--- src/rtl/lifo_pkg.sv ---
// Shared types for the LIFO stack: the signed data word and the decoded
// per-cycle operation used by the datapath and for bench logging.
package lifo_pkg;

    typedef logic signed [7:0] data8_t;

    localparam int DEF_DEPTH = 16;

    typedef enum {OP_IDLE, OP_PUSH, OP_POP, OP_SWAP, OP_FLUSH} lifo_op_e;

endpackage

--- src/rtl/lifo_stack_if.sv ---
// Producer/consumer side of the LIFO stack: requests, pop result and status.
// The master modport is the producer/consumer, the slave modport is the stack.
interface lifo_stack_if #(
    parameter int DATA_W = 8,
    parameter int DEPTH  = 16
);
    localparam int CNT_W = $clog2(DEPTH) + 1;

    logic                     flush;
    logic                     push;
    logic signed [DATA_W-1:0] push_data;
    logic                     pop;
    logic                     clr_err;
    logic signed [DATA_W-1:0] pop_data;
    logic                     pop_valid;
    logic signed [DATA_W-1:0] top_data;
    logic [CNT_W-1:0]         count;
    logic                     full;
    logic                     empty;
    logic                     overflow;
    logic                     underflow;

    modport master (
        output flush, push, push_data, pop, clr_err,
        input  pop_data, pop_valid, top_data, count, full, empty, overflow, underflow
    );

    modport slave (
        input  flush, push, push_data, pop, clr_err,
        output pop_data, pop_valid, top_data, count, full, empty, overflow, underflow
    );

endinterface

--- src/rtl/lifo_mem.sv ---
// Stack storage: DEPTH x DATA_W register array with one synchronous write
// port and one asynchronous read port. Contents are deliberately not reset.
module lifo_mem #(
    parameter int DATA_W = 8,
    parameter int DEPTH  = 16,
    localparam int AW    = $clog2(DEPTH)
) (
    input  logic                     clk,
    input  logic                     we,
    input  logic [AW-1:0]            waddr,
    input  logic signed [DATA_W-1:0] wdata,
    input  logic [AW-1:0]            raddr,
    output logic signed [DATA_W-1:0] rdata
);

    logic signed [DATA_W-1:0] mem_q [DEPTH];

    always_ff @(posedge clk) begin
        if (we) begin
            mem_q[waddr] <= wdata;
        end
    end

    assign rdata = mem_q[raddr];

endmodule

--- src/rtl/lifo_stack.sv ---
// Synchronous LIFO with registered pop data, occupancy status and sticky
// overflow/underflow flags. The stack pointer is the occupancy count itself.
module lifo_stack
    import lifo_pkg::*;
#(
    parameter int DATA_W = 8,
    parameter int DEPTH  = DEF_DEPTH
) (
    input  logic         clk,
    input  logic         rst_n,
    lifo_stack_if.slave  bus
);

    localparam int CNT_W = $clog2(DEPTH) + 1;
    localparam int AW    = $clog2(DEPTH);

    lifo_op_e                 op;
    logic [CNT_W-1:0]         count_q,     count_d;
    logic signed [DATA_W-1:0] pop_data_q,  pop_data_d;
    logic                     pop_valid_q, pop_valid_d;
    logic                     overflow_q,  overflow_d;
    logic                     underflow_q, underflow_d;

    logic                     full;
    logic                     empty;
    logic [AW-1:0]            sp_addr;
    logic [AW-1:0]            sp_m1;
    logic                     mem_we;
    logic [AW-1:0]            mem_waddr;
    logic signed [DATA_W-1:0] mem_rdata;

    assign full    = (count_q == CNT_W'(DEPTH));
    assign empty   = (count_q == '0);
    assign sp_addr = count_q[AW-1:0];
    assign sp_m1   = AW'(count_q - CNT_W'(1));

    lifo_mem #(
        .DATA_W (DATA_W),
        .DEPTH  (DEPTH)
    ) u_mem (
        .clk    (clk),
        .we     (mem_we),
        .waddr  (mem_waddr),
        .wdata  (bus.push_data),
        .raddr  (sp_m1),
        .rdata  (mem_rdata)
    );

    always_comb begin
        op = OP_IDLE;
        if (bus.flush) begin
            op = OP_FLUSH;
        end else if (bus.push && bus.pop) begin
            op = OP_SWAP;
        end else if (bus.push) begin
            op = OP_PUSH;
        end else if (bus.pop) begin
            op = OP_POP;
        end
    end

    // A fresh error in the same cycle as clr_err wins because it is applied after the clear.
    always_comb begin
        count_d     = count_q;
        pop_data_d  = pop_data_q;
        pop_valid_d = 1'b0;
        overflow_d  = overflow_q  & ~bus.clr_err;
        underflow_d = underflow_q & ~bus.clr_err;
        mem_we      = 1'b0;
        mem_waddr   = sp_addr;
        case (op)
            OP_FLUSH: begin
                count_d = '0;
            end
            OP_SWAP: begin
                mem_we = 1'b1;
                if (!empty) begin
                    pop_data_d  = mem_rdata;
                    pop_valid_d = 1'b1;
                    mem_waddr   = sp_m1;
                end else begin
                    count_d     = CNT_W'(1);
                    underflow_d = 1'b1;
                end
            end
            OP_PUSH: begin
                if (!full) begin
                    mem_we  = 1'b1;
                    count_d = count_q + CNT_W'(1);
                end else begin
                    overflow_d = 1'b1;
                end
            end
            OP_POP: begin
                if (!empty) begin
                    pop_data_d  = mem_rdata;
                    pop_valid_d = 1'b1;
                    count_d     = count_q - CNT_W'(1);
                end else begin
                    underflow_d = 1'b1;
                end
            end
            default: begin
            end
        endcase
    end

    always_ff @(posedge clk or negedge rst_n) begin
        if (!rst_n) begin
            count_q     <= '0;
            pop_data_q  <= '0;
            pop_valid_q <= 1'b0;
            overflow_q  <= 1'b0;
            underflow_q <= 1'b0;
        end else begin
            count_q     <= count_d;
            pop_data_q  <= pop_data_d;
            pop_valid_q <= pop_valid_d;
            overflow_q  <= overflow_d;
            underflow_q <= underflow_d;
        end
    end

    assign bus.count     = count_q;
    assign bus.full      = full;
    assign bus.empty     = empty;
    assign bus.pop_data  = pop_data_q;
    assign bus.pop_valid = pop_valid_q;
    assign bus.overflow  = overflow_q;
    assign bus.underflow = underflow_q;
    assign bus.top_data  = empty ? '0 : mem_rdata;

endmodule
--- src/flat_wrapper.sv ---
// flat-port wrapper written by rule: the top's interface ports become plain ports
module lifo_stack_flat import lifo_pkg::*;
#(
    parameter int DATA_W = 8,
    parameter int DEPTH  = DEF_DEPTH
)
  (clk, rst_n, bus_flush, bus_push, bus_push_data, bus_pop, bus_clr_err, bus_pop_data, bus_pop_valid, bus_top_data, bus_count, bus_full, bus_empty, bus_overflow, bus_underflow);
  lifo_stack_if #(.DATA_W(DATA_W), .DEPTH(DEPTH)) bus_i ();
  input  logic clk;
  input  logic rst_n;
  input wire logic [$bits(bus_i.flush)-1:0] bus_flush;
  input wire logic [$bits(bus_i.push)-1:0] bus_push;
  input wire logic [$bits(bus_i.push_data)-1:0] bus_push_data;
  input wire logic [$bits(bus_i.pop)-1:0] bus_pop;
  input wire logic [$bits(bus_i.clr_err)-1:0] bus_clr_err;
  output wire logic [$bits(bus_i.pop_data)-1:0] bus_pop_data;
  output wire logic [$bits(bus_i.pop_valid)-1:0] bus_pop_valid;
  output wire logic [$bits(bus_i.top_data)-1:0] bus_top_data;
  output wire logic [$bits(bus_i.count)-1:0] bus_count;
  output wire logic [$bits(bus_i.full)-1:0] bus_full;
  output wire logic [$bits(bus_i.empty)-1:0] bus_empty;
  output wire logic [$bits(bus_i.overflow)-1:0] bus_overflow;
  output wire logic [$bits(bus_i.underflow)-1:0] bus_underflow;
  assign bus_i.flush = bus_flush;
  assign bus_i.push = bus_push;
  assign bus_i.push_data = bus_push_data;
  assign bus_i.pop = bus_pop;
  assign bus_i.clr_err = bus_clr_err;
  assign bus_pop_data = bus_i.pop_data;
  assign bus_pop_valid = bus_i.pop_valid;
  assign bus_top_data = bus_i.top_data;
  assign bus_count = bus_i.count;
  assign bus_full = bus_i.full;
  assign bus_empty = bus_i.empty;
  assign bus_overflow = bus_i.overflow;
  assign bus_underflow = bus_i.underflow;
  lifo_stack #(.DATA_W(DATA_W), .DEPTH(DEPTH)) u_core (.clk(clk), .rst_n(rst_n), .bus(bus_i));
endmodule
--- config.mk ---
export PLATFORM = sky130hd
export DESIGN_NAME = lifo_stack_flat
export DESIGN_NICKNAME = d
export VERILOG_FILES = /design/src/rtl/lifo_pkg.sv /design/src/rtl/lifo_stack_if.sv /design/src/rtl/lifo_mem.sv /design/src/rtl/lifo_stack.sv /design/src/flat_wrapper.sv
export SDC_FILE = /design/constraint.sdc
export NUM_CORES = 1
export LEC_CHECK = 0
export BUFFER_PORTS_ARGS = -buffer_cell sky130_fd_sc_hd__buf_2
export CORE_ASPECT_RATIO = 1.4
export CORE_MARGIN = 8
export CORE_UTILIZATION = 54
export DETAILED_ROUTE_END_ITERATION = 10
export GPL_TIMING_DRIVEN = 1
export PLACE_DENSITY = 0.75
export SYNTH_ARGS = -nofsm -noshare
export SYNTH_HDL_FRONTEND = slang
export SYNTH_SLANG_ARGS = --single-unit
--- constraint.sdc ---
create_clock -name clk -period 2.9 [get_ports clk]
set_input_delay 0.29 -clock clk [delete_from_list [all_inputs] [get_ports clk]]
set_output_delay 0.29 -clock clk [all_outputs]
set_load 0.03 [all_outputs]
==> out/summary.md <==
* **power consumption** 6360 uW
* **hold slack** 0.0843 ns
* **fin nets** 428
* **final worst clock skew** 0.00691 ns
* **count of vias placed by the detailed router** 3361
* **setup fix buffers added after clock tree synthesis** 0
* **type of origin of the critical path** register
* **Max transition margin** 47.4%
* **routability congestion estimate from global placement** 0.852
* **Area growth syn-to-layout** 18.9%
* **proportion of layout cells with a drive suffix above 1** 38.7%
* **reg2reg start** u_core.bus.count[0]
* **remaining routing DRC violations** 0
* **number of I/O port buffers** 39
* **clock tree sinks** 144
* **drt first pass iters** 4
* **overall die area** 15000 um^2
* **global-route wire length before repair** 20000 um
* **Post-synth EDFFs** 128
* **data arrival time at the worst-slack endpoint** 2.53 ns
* **detailed placer's ending HPWL** 8750 um
* **Max Buffers Root-to-Sink** 2
* **Die Ht** 142 um
* **measured slew at the worst slew-check pin** 0.788 ns
* **Hold Path Depth** 2
* **Pwr Density** 875 nW/um^2
* **clock tree from TritonCTS** yes
* **unrepaired setup endpoints after global routing** yes
* **antenna diode count** 0
* **hold violation count in the final report** 0
* **Finish-stage setup viols** 0
* **average cell area after synthesis** 17.5 um^2
* **peak clock frequency supported by timing** 355 MHz
* **classification of the worst-slack hold path** in -> reg
* **Total Routing Usage GR** 18.1%
* **critical path cell sequence** inv_1, buf_4, ha_1, buf_4, xor2_2, buf_12, mux2i_2, mux2_2, nor2_2, buf_2
* **most used standard cells in the synthesized netlist** edfxtp_1, mux4_2, nor2_1, mux2i_1, nand2_1
* **count of nets left with antenna violations after detail routing** 0
* **synthesized net count** 367
* **Synth Cell Area** 6110 um^2
* **count of maximum capacitance violations** 0
* **largest area contributor in the synthesized netlist** edfxtp_1
* **core utilization of the finished layout** 65.1%
* **via count of the first global-routing pass** 3549
* **result of the run** complete, no violations
* **final sum of negative setup slack** 0 ns
* **launch point of the worst hold path** bus_clr_err
* **Clock Latency Late Sink** 0.41 ns
* **Iter 0 DRT Violations** 159
* **crit path time final** 2.82 ns
* **initial core utilization** 54.8%
* **number of clock buffers inserted by TritonCTS** 17
* **Routed WL per cell** 22.1 um
* **cells after synthesis** 350
* **flip-flop cell with the highest count after synthesis** edfxtp_1
* **Final Non-Filler Cells** 568
* **critical path data required time** 2.61 ns
* **fin. max-slew vios** 0
* **startpoint of the worst setup timing path** u_core.bus.count[0]
* **CTS root buffer** clkbuf_16
* **pin count of the biggest net entering global routing** 24
* **chip width** 106 um
* **fraction of synthesis flops using an asynchronous set or reset pin** 11.1%
* **CP Max Fanout** 16
* **core region area** 11200 um^2
* **share of Yosys cell area claimed by the top area cell type** 62.9%
* **wirelength, routed** 12500 um
* **Max rail drop VDD** 0.000433 V
* **Placed Cells** 535
* **Critical Path Slowest Stage Cell** dfrtp_2
* **Worst path max stage delay** 0.41 ns
* **most common cell in the netlist** edfxtp_1
* **crit end category** output port
* **I/O pin count** 40
* **routed via count divided by cell count** 5.92
* **Cell variety after synth** 51
* **leakage dissipation** 0.00255 uW
* **sequential share of the synthesized area** 69.4%
* **portion of the clock cycle consumed by the worst path in the final layout** 97.2%
* **number of H-tree levels** 4
* **flops & latches, synth** 144
* **number of warnings issued by yosys** 0
* **number of cells on the worst reg-to-reg path** 8
* **Reg clk slew, reported paths** 0.06 ns
* **most repeated library cell on the critical path** buf_4
* **global-route congestion overflow total** 0
* **class of the most critical setup path** reg -> out
* **antenna violations before repair** 0
* **largest cells by area after synthesis** edfxtp_1, mux4_2, dfrtp_1
* **Row Count** 46
report_power, final:
group | total (uW) | switching [uW] | internal (uW)
clock | 1960 | 808 | 1150
combinational | 1990 | 1200 | 783
sequential | 2420 | 43.7 | 2370
worst paths after layout:
path,endpoint,slack (ns)
worst max-delay path,bus_top_data[6],0.08
worst min-delay path,u_core.bus.underflow,0.08
worst max register to register,u_core.u_mem.mem_q[14][4],0.16
worst min register to register,u_core.bus.pop_data[6],0.47
max in group asynchronous,u_core.bus.count[0],2.29
min in group asynchronous,u_core.bus.count[2],0.33
kinds of logic (layout without fill, tap and decap cells):
| kind of cell | count (synthesis) | in the layout | share of synthesized area (%) |
|---|---|---|---|
| flip-flops | 144 | 144 | 69.4 |
| AND/OR/NAND/NOR | 77 | 77 | 6.38 |
| multiplexers | 58 | 58 | 16.3 |
| AO/OA/AOI/OAI | 39 | 39 | 4.62 |
| buffers and inverters | 28 | 102 | 2.54 |
| adder cells (fa/ha/maj) | 3 | 3 | 0.614 |
| XOR/XNOR | 1 | 1 | 0.143 |
worst max-delay path: cells and delay by family, from the launching register on:
family / cells / cell delay (ns)
xor+xnor: 1 / 0.20
fa+ha+maj: 1 / 0.17
buf+inv: 5 / 0.76
flops: 1 / 0.41
mux: 2 / 0.55
simple gates: 1 / 0.03
flip-flops by register name, indices dropped and copies added, names as in the netlist:
signal and flops:
u_core.bus.underflow 1, u_core.u_mem.mem_q 128, u_core.bus.pop_valid 1, u_core.bus.count 5, u_core.bus.overflow 1, u_core.bus.pop_data 8
stage by stage:
step / cell area, um^2 / worst slack, ns
finish: 7270 / 0.0814
global route: 7270 / -0.0189
CTS: 7230 / 0.0291
detailed placement: 6660 / 0.214
global placement: 6660 / 0.221
floorplan: 6240 / 0.00166
timing repair:
action / CTS / global route
endpoints found under the hold margin: 16 / 0
endpoints found under the setup margin: 8 / 8
hold buffers: 1 / 0
gates resized for setup: 5 / 7
gates cloned: 0 / 0
layer usage:
| layer | GRT usage [%] | wire length, um | up-vias | part of all wire [%] |
|---|---|---|---|---|
| li1 | - | - | 1520 | - |
| met1 | 21.4 | 4970 | 1711 | 40 |
| met2 | 28.9 | 6450 | 107 | 51 |
| met3 | 5.31 | 669 | 23 | 5.3 |
| met4 | 10.3 | 448 | 0 | 3.6 |
| met5 | 0 | 0 | - | 0 |
final cells by class:
| type | instances | area [um^2] |
|---|---|---|
| Multi-Input combinational cell | 178 | 1860 |
| Tap cell | 144 | 180 |
| Clock buffer | 22 | 464 |
| Timing Repair Buffer | 62 | 395 |
| Inverter | 8 | 42.5 |
| Fill cell | 775 | 3900 |
| Sequential cell | 144 | 4250 |
| Clock inverter | 10 | 80.1 |
cells in the final DEF, fill, tap and decap left out, drive strengths merged, types with 3 or more instances in the layout:
cell type,instances
clkinv,5
clkinvlp,3
inv,10
nor3,6
ha,3
mux4,32
nor2,27
o21ai,12
dfrtp,16
a21oi,4
mux2,9
nor3b,3
nand2,17
mux2i,17
nand2b,4
o22ai,4
edfxtp,128
or3,3
clkbuf,22
buf,61
No activity file was read; power rests on OpenSTA's default activity.
